`config.mk`:
```
export PLATFORM = sky130hd
export DESIGN_NAME = accum_array
export DESIGN_NICKNAME = d
export VERILOG_FILES = /design/src/rtl/accum_array.sv
export SDC_FILE = /design/constraint.sdc
export NUM_CORES = 1
export LEC_CHECK = 0
export BUFFER_PORTS_ARGS = -buffer_cell sky130_fd_sc_hd__clkbuf_2
export CORE_MARGIN = 1
export CORE_UTILIZATION = 45
export CTS_CLUSTER_DIAMETER = 40
export DETAILED_ROUTE_END_ITERATION = 10
export GPL_ROUTABILITY_DRIVEN = 0
export PLACE_DENSITY = 0.73
export SYNTH_ARGS = -nofsm -noshare
export SYNTH_HDL_FRONTEND = slang
export SYNTH_SLANG_ARGS = --single-unit
```
`constraint.sdc`:
```
create_clock -name i_clk -period 5.4 [get_ports i_clk]
set_input_delay 1.08 -clock i_clk [delete_from_list [all_inputs] [get_ports i_clk]]
set_output_delay 1.08 -clock i_clk [all_outputs]
set_load 0.01 [all_outputs]
```
`src/rtl/accum_array.sv`:
```
// -----------------------------------------------------------------------------
// accum_array
// Multi-lane signed accumulator for the convolution datapath. Each group of
// num_terms input vectors is summed per lane on top of a preloaded bias. The
// block can saturate or wrap on overflow, and it keeps a sticky overflow flag
// per lane. The finished vector is presented through a valid/ready output
// register, so the downstream requantiser can stall it without losing data.
//
// Ports
//   i_clk            clock
//   i_rst_n          asynchronous active-low reset
//   i_cfg_num_terms  terms per result (0 behaves as 1), latched at group start
//   i_cfg_sat_en     1 = saturate, 0 = wrap; latched at group start
//   i_bias           signed bias preloaded into every lane at group start
//   i_clear          synchronous abort of the group in progress
//   i_valid/o_ready  input term vector handshake
//   i_data           N_LANE signed terms, lane k at [k*IN_WIDTH +: IN_WIDTH]
//   o_valid/i_ready  result vector handshake
//   o_data           N_LANE signed sums, lane k at [k*ACC_WIDTH +: ACC_WIDTH]
//   o_overflow       per-lane sticky overflow of the group held in o_data
//   o_term_cnt       terms accepted so far in the current group
// -----------------------------------------------------------------------------
module accum_array #(
  parameter int IN_WIDTH  = 16,
  parameter int ACC_WIDTH = 32,
  parameter int N_LANE    = 4,
  parameter int CNT_WIDTH = 8
) (
  input  logic                        i_clk,
  input  logic                        i_rst_n,
  input  logic [CNT_WIDTH-1:0]        i_cfg_num_terms,
  input  logic                        i_cfg_sat_en,
  input  logic [ACC_WIDTH-1:0]        i_bias,
  input  logic                        i_clear,
  input  logic                        i_valid,
  output logic                        o_ready,
  input  logic [N_LANE*IN_WIDTH-1:0]  i_data,
  output logic                        o_valid,
  input  logic                        i_ready,
  output logic [N_LANE*ACC_WIDTH-1:0] o_data,
  output logic [N_LANE-1:0]           o_overflow,
  output logic [CNT_WIDTH-1:0]        o_term_cnt
);

  localparam logic [CNT_WIDTH-1:0] CNT_ZERO = {CNT_WIDTH{1'b0}};
  localparam logic [CNT_WIDTH-1:0] CNT_ONE  = {{(CNT_WIDTH-1){1'b0}}, 1'b1};
  localparam logic [ACC_WIDTH-1:0] ACC_MAX  = {1'b0, {(ACC_WIDTH-1){1'b1}}};
  localparam logic [ACC_WIDTH-1:0] ACC_MIN  = {1'b1, {(ACC_WIDTH-1){1'b0}}};

  typedef enum logic [0:0] {
    ACCUM      = 1'b0,
    ACCUM_HOLD = 1'b1
  } state_t;

  state_t                      r_state;
  state_t                      w_state_nxt;
  logic [CNT_WIDTH-1:0]        r_cnt;
  logic [CNT_WIDTH-1:0]        r_num_terms;
  logic                        r_sat_en;
  logic [N_LANE*ACC_WIDTH-1:0] r_acc;
  logic [N_LANE-1:0]           r_ovf;
  logic [N_LANE*ACC_WIDTH-1:0] r_out_data;
  logic [N_LANE-1:0]           r_out_ovf;

  logic                        w_first;
  logic [CNT_WIDTH-1:0]        w_cfg_num;
  logic [CNT_WIDTH-1:0]        w_num_eff;
  logic                        w_sat_eff;
  logic                        w_last;
  logic                        w_ready;
  logic                        w_valid;
  logic                        w_in_xfer;
  logic                        w_final_xfer;
  logic                        w_out_xfer;
  logic [N_LANE*ACC_WIDTH-1:0] w_acc_nxt;
  logic [N_LANE-1:0]           w_ovf_nxt;

  // One lane add at ACC_WIDTH+1 bits. Returns {overflow, result}. Overflow
  // means the two top bits of the wide sum disagree.
  function automatic logic [ACC_WIDTH:0] lane_add(
    input logic [ACC_WIDTH-1:0] base,
    input logic [IN_WIDTH-1:0]  term,
    input logic                 sat_en
  );
    logic [ACC_WIDTH:0]   sum;
    logic                 ovf;
    logic [ACC_WIDTH-1:0] res;
    sum = {base[ACC_WIDTH-1], base}
        + {{(ACC_WIDTH+1-IN_WIDTH){term[IN_WIDTH-1]}}, term};
    ovf = sum[ACC_WIDTH] ^ sum[ACC_WIDTH-1];
    if (ovf && sat_en) begin
      res = sum[ACC_WIDTH] ? ACC_MIN : ACC_MAX;
    end else begin
      res = sum[ACC_WIDTH-1:0];
    end
    return {ovf, res};
  endfunction

  // Group bookkeeping. While the counter is 0, the live config applies,
  // because that is the value that gets latched on the first transfer.
  always_comb begin
    w_first   = (r_cnt == CNT_ZERO);
    w_cfg_num = (i_cfg_num_terms == CNT_ZERO) ? CNT_ONE : i_cfg_num_terms;
    w_num_eff = w_first ? w_cfg_num : r_num_terms;
    w_sat_eff = w_first ? i_cfg_sat_en : r_sat_en;
    w_last    = (r_cnt == (w_num_eff - CNT_ONE));
  end

  // Transfer qualifiers. i_clear overrides an input transfer in the same cycle.
  always_comb begin
    w_in_xfer    = i_valid && w_ready && !i_clear;
    w_final_xfer = w_in_xfer && w_last;
    w_out_xfer   = w_valid && i_ready;
  end

  // Per-lane next accumulator and sticky overflow values.
  always_comb begin
    logic [ACC_WIDTH:0] v_res;
    v_res     = {(ACC_WIDTH+1){1'b0}};
    w_acc_nxt = {(N_LANE*ACC_WIDTH){1'b0}};
    w_ovf_nxt = {N_LANE{1'b0}};
    for (int k = 0; k < N_LANE; k++) begin
      v_res = lane_add(w_first ? i_bias : r_acc[k*ACC_WIDTH +: ACC_WIDTH],
                       i_data[k*IN_WIDTH +: IN_WIDTH], w_sat_eff);
      w_acc_nxt[k*ACC_WIDTH +: ACC_WIDTH] = v_res[ACC_WIDTH-1:0];
      w_ovf_nxt[k] = v_res[ACC_WIDTH] | (w_first ? 1'b0 : r_ovf[k]);
    end
  end

  // FSM state register.
  always_ff @(posedge i_clk or negedge i_rst_n) begin
    if (!i_rst_n) begin
      r_state <= ACCUM;
    end else begin
      r_state <= w_state_nxt;
    end
  end

  // FSM next state. A final term that lands together with an output transfer
  // keeps the register full, because it reloads with the new result.
  always_comb begin
    w_state_nxt = r_state;
    case (r_state)
      ACCUM: begin
        if (w_final_xfer) begin
          w_state_nxt = ACCUM_HOLD;
        end else begin
          w_state_nxt = ACCUM;
        end
      end
      ACCUM_HOLD: begin
        if (w_out_xfer && !w_final_xfer) begin
          w_state_nxt = ACCUM;
        end else begin
          w_state_nxt = ACCUM_HOLD;
        end
      end
      default: w_state_nxt = ACCUM;
    endcase
  end

  // FSM outputs. A stall happens only when the final term would need a full,
  // non-draining output register. Non-final terms always pass.
  always_comb begin
    w_valid = 1'b0;
    w_ready = 1'b1;
    case (r_state)
      ACCUM: begin
        w_valid = 1'b0;
        w_ready = 1'b1;
      end
      ACCUM_HOLD: begin
        w_valid = 1'b1;
        if (!i_ready && w_last) begin
          w_ready = 1'b0;
        end else begin
          w_ready = 1'b1;
        end
      end
      default: begin
        w_valid = 1'b0;
        w_ready = 1'b1;
      end
    endcase
  end

  // Term counter, latched group config, lane accumulators and sticky flags.
  always_ff @(posedge i_clk or negedge i_rst_n) begin
    if (!i_rst_n) begin
      r_cnt       <= CNT_ZERO;
      r_num_terms <= CNT_ONE;
      r_sat_en    <= 1'b0;
      r_acc       <= {(N_LANE*ACC_WIDTH){1'b0}};
      r_ovf       <= {N_LANE{1'b0}};
    end else if (i_clear) begin
      r_cnt <= CNT_ZERO;
      r_acc <= {(N_LANE*ACC_WIDTH){1'b0}};
      r_ovf <= {N_LANE{1'b0}};
    end else if (w_in_xfer) begin
      r_cnt <= w_last ? CNT_ZERO : (r_cnt + CNT_ONE);
      r_acc <= w_acc_nxt;
      r_ovf <= w_ovf_nxt;
      if (w_first) begin
        r_num_terms <= w_cfg_num;
        r_sat_en    <= i_cfg_sat_en;
      end
    end
  end

  // Output register. It loads only on a final-term transfer; i_clear leaves it alone.
  always_ff @(posedge i_clk or negedge i_rst_n) begin
    if (!i_rst_n) begin
      r_out_data <= {(N_LANE*ACC_WIDTH){1'b0}};
      r_out_ovf  <= {N_LANE{1'b0}};
    end else if (w_final_xfer) begin
      r_out_data <= w_acc_nxt;
      r_out_ovf  <= w_ovf_nxt;
    end
  end

  assign o_valid    = w_valid;
  assign o_ready    = w_ready;
  assign o_data     = r_out_data;
  assign o_overflow = r_out_ovf;
  assign o_term_cnt = r_cnt;

endmodule

```
==> results.sh <==
export IMPL_drc_errors=0
export IMPL_timing_critical_path_max_delay_family="compound AO/OA/AOI/OAI gates"
export IMPL_drt_vias_per_instance=6.06
export IMPL_post_synthesis_area_per_instance_um2=8.16
export IMPL_pins_over_their_slew_limit=0
export IMPL_r2r_start="o_term_cnt[0]$_DFFE_PN0P_"
export IMPL_net_switching_power_mw=4.61
export IMPL_yosysUniqueCellTypes=79
export IMPL_rows=76
export IMPL_drt_initial_violations=2196
export IMPL_cts_root_buf="sky130_fd_sc_hd__clkbuf_16"
export IMPL_initial_core_util_pct=45.7
export IMPL_sequential_element_share_of_the_synthesized_area_pct=35.8
export IMPL_synth_fp_nets=2663
export IMPL_outcome="finished, final reports clean"
export IMPL_grt_start_max_net_pins=116
export IMPL_leakage_nw=11.9
export IMPL_die_area_um2=44700
export IMPL_chipWidth_um=211
export IMPL_hold_path_class="flop to flop"
export IMPL_post_synth_and_or_nand_nor_area_fraction_pct=20.7
export IMPL_dp_slack_ns=0.193
export IMPL_hpwl_dp_mm=51.4
export IMPL_synth_compound_area_share_pct=25.0
export IMPL_fin_cells=3289
export IMPL_max_vdd_ir_drop_mv=0.249
export IMPL_fin_setup_tns_ns=0
export IMPL_antenna_violations_before_repair=3
export IMPL_avgRoutedWirePerCell_um=21.3
export IMPL_report_final_setup_viol=0
export IMPL_synthesis_instances=2418
export IMPL_critical_path_max_stage_delay_ns=0.50
export IMPL_grt_pass1_vias=19534
export IMPL_max_cap_viol_count=0
export IMPL_net_total_in_the_final_layout=2909
export IMPL_worst_hold_margin_ns=0.478
export IMPL_powerDensity_nw_per_um2=481
export IMPL_max_slew_worst_pin_slew_ns=0.970
export IMPL_clock_latency_ns=0.58
export IMPL_layout_area_overhead_pct=18.9
export IMPL_period_needed_ns=5.30
export IMPL_worst_slew_margin_rel_pct=35.3
export IMPL_timing_setup_critical_path_class="flop to flop"
export IMPL_share_of_the_clock_period_used_by_the_worst_path_after_layout_pct=98.1
export IMPL_grt_overflow_total=0
export IMPL_startpoint_of_the_worst_setup_timing_path="o_term_cnt[0]$_DFFE_PN0P_"
export IMPL_hold_buffers=0
export IMPL_cts_sinks=282
export IMPL_mostFrequentLayoutCells="534 x sky130_fd_sc_hd__nand2_1, 281 x sky130_fd_sc_hd__dfrtp_1, 250 x sky130_fd_sc_hd__clkbuf_2, 238 x sky130_fd_sc_hd__a21oi_1, 205 x sky130_fd_sc_hd__nor2_1"
export IMPL_area_of_the_core_um2=43200
export IMPL_critPathLaunchType="flop"
export IMPL_clock_buffer_count_from_cts=47
export IMPL_max_clock_path_buffers=3
export IMPL_synth_top_family_by_area="compound AO/OA/AOI/OAI gates"
export IMPL_async_flop_share_pct=100
export IMPL_combinationalPowerShare_pct=43.5
export IMPL_num_io_pins=252
export IMPL_clock_skew_ns=0.0130
export IMPL_cts_htree_levels=2
export IMPL_final_total_pwr_mw=11.3
export IMPL_crit_path_max_fanout=18
export IMPL_routed_wl_mm=70.2
export IMPL_die_y_um=211
export IMPL_crit_path_top_delay_cell="sky130_fd_sc_hd__or3b_2"
export IMPL_layout_filler_cells=4019
export IMPL_type_of_destination_of_the_critical_path="flop"
export IMPL_critPathArrivalTime_ns=5.76
export IMPL_yosysWarnings=0
export IMPL_count_of_flip_flops_with_a_built_in_enable_after_synthesis=0
export IMPL_post_synth_instance_area_um2=19700
export IMPL_seq_power_share_pct=28.5
export IMPL_drive_above_1_share_pct=17.2
export IMPL_number_of_buffers_inserted_by_post_cts_setup_repair=0
export IMPL_max_freq_ghz=0.189
export IMPL_clock_power_share_pct=27.9
export IMPL_grt_first_pass_wirelength_mm=108
export IMPL_ys_flop_type="sky130_fd_sc_hd__dfrtp_1"
export IMPL_tritoncts_clock_tree="built"
export IMPL_critPathRequiredTime_ns=5.86
export IMPL_sw_frac_of_total_pct=40.9
export IMPL_critical_path_buf_inv_count=3
export IMPL_synth_xor_area_share_pct=5.24
export IMPL_dr_total_vias=19947
export IMPL_hold_viol=0
export IMPL_layout_cells_most_common="sky130_fd_sc_hd__nand2_1"
export IMPL_muxShareOfSynthArea_pct=0.869
export IMPL_adder_and_majority_gate_portion_of_the_synthesized_area_pct=8.71
export IMPL_placed_cells_incl_taps=3200
export IMPL_final_seq_area_um2=7060
export IMPL_port_buffers=251
export IMPL_min_from="o_data[26]$_DFFE_PN0P_"
export IMPL_path_clk_slew_ns=0.05
export IMPL_drtPass1Iterations=5
export IMPL_detail_route_antenna_nets=0
export IMPL_cp_cell_sequence="inv_1, ha_1, or3b_2, nor2_4, buf_4, nand2_1, nand2_1, ha_1, a21o_1, a31oi_1, o211ai_1, a31o_2, a41oi_1, o22ai_1, xnor2_1, or2_2, and2_1, buf_4, a221o_1"
export IMPL_p_int_mw=6.67
export IMPL_grt_util_all_layers_pct=31.3
export IMPL_setup_ws_ns=0.101
export IMPL_multiInputGateArea_um2=12000
export IMPL_synth_seq_cells=282
## power by group through the flow
stage | clock, mW | combinational [mW] | sequential (mW)
finish | 3.15 | 4.91 | 3.22
global route | 3.26 | 5.36 | 3.29
CTS | 3.18 | 4.82 | 3.21
detailed placement | 0 | 4.80 | 3.23
global placement | 0 | 4.68 | 3.22
floorplan | 0 | 3.08 | 3.29
## metrics by stage
stage,area (um2),util [%]
global route,23500,54.3
global placement,21800,50.4
detailed placement,21800,50.4
finish,23500,54.3
floorplan,19700,-
CTS,23400,54.2
## logic make-up after synthesis
logic type	after synthesis
AND/OR/NAND/NOR	952
buffers and inverters	176
flip-flops	282
adder cells (fa/ha/maj)	135
AO/OA/AOI/OAI	739
XOR/XNOR	118
multiplexers	16
## cells in the mapped netlist (37+ instances only)
library cell                 n  area [um2]
sky130_fd_sc_hd__a21o_1     60         450
sky130_fd_sc_hd__a21oi_1   239        1200
sky130_fd_sc_hd__ha_1      131        1640
sky130_fd_sc_hd__clkbuf_1   80         300
sky130_fd_sc_hd__a221o_1    79         791
sky130_fd_sc_hd__dfrtp_1   281        7030
sky130_fd_sc_hd__inv_1      52         195
sky130_fd_sc_hd__nand2_1   542        2030
sky130_fd_sc_hd__xor2_1     37         324
sky130_fd_sc_hd__nor2_1    207         777
sky130_fd_sc_hd__o211ai_1   50         375
sky130_fd_sc_hd__o21ai_0   103         515
sky130_fd_sc_hd__xnor2_1    81         709
## layer usage
metal  global-route usage [%]  vias to the layer above  part of all wire, %
met2                     47.9                     1041                   44
met4                     16.4                        0                  5.3
met5                        0                        -                    0
li1                         -                     9135                    -
met3                     6.82                      202                   11
met1                     41.4                     9569                   40
## layout make-up
type / count / area share, %
diodes: 4 / 0.0427
flip-flops and latches: 282 / 30.1
clock inverters: 31 / 1.59
well taps: 585 / 3.12
clock buffers: 54 / 5.39
inverters: 52 / 0.832
repair buffers: 321 / 7.81
multi-input cells: 1960 / 51.1
## state kept, by name, indices dropped and copies added, names as in the netlist
name,flops
r_state,1
r_acc,128
r_num_terms,8
o_overflow,4
o_data,128
r_sat_en,1
r_ovf,4
o_term_cnt,8
## worst reg2reg max path, stage by stage, from the launching register on
cell and delay [ns]:
sky130_fd_sc_hd__dfrtp_1 0.37, sky130_fd_sc_hd__inv_1 0.06, sky130_fd_sc_hd__ha_1 0.14, sky130_fd_sc_hd__or3b_2 0.50
sky130_fd_sc_hd__nor2_4 0.23, sky130_fd_sc_hd__buf_4 0.31, sky130_fd_sc_hd__nand2_1 0.39, sky130_fd_sc_hd__nand2_1 0.19
sky130_fd_sc_hd__ha_1 0.32, sky130_fd_sc_hd__a21o_1 0.21, sky130_fd_sc_hd__a31oi_1 0.21, sky130_fd_sc_hd__o211ai_1 0.13
sky130_fd_sc_hd__a31o_2 0.27, sky130_fd_sc_hd__a41oi_1 0.45, sky130_fd_sc_hd__o22ai_1 0.19, sky130_fd_sc_hd__xnor2_1 0.18
sky130_fd_sc_hd__or2_2 0.30, sky130_fd_sc_hd__and2_1 0.16, sky130_fd_sc_hd__buf_4 0.21, sky130_fd_sc_hd__a221o_1 0.35
## repair_timing
item | in CTS | in global routing
endpoints found under the hold margin | 0 | 0
resized for setup | 0 | 14
endpoints found under the setup margin | 0 | 128
## final timing paths
kind	end	slack, ns	cells after the start
worst max-delay path	r_acc[101]$_DFFE_PN0P_	0.10	19
worst min-delay path	o_data[26]$_DFFE_PN0P_	0.48	2
worst max register to register	r_acc[101]$_DFFE_PN0P_	0.10	19
worst min register to register	o_data[26]$_DFFE_PN0P_	0.48	2
max in group asynchronous	r_acc[12]$_DFFE_PN0P_	3.64	2
min in group asynchronous	o_data[118]$_DFFE_PN0P_	0.50	1
Power figures use the tool's default switching activity.
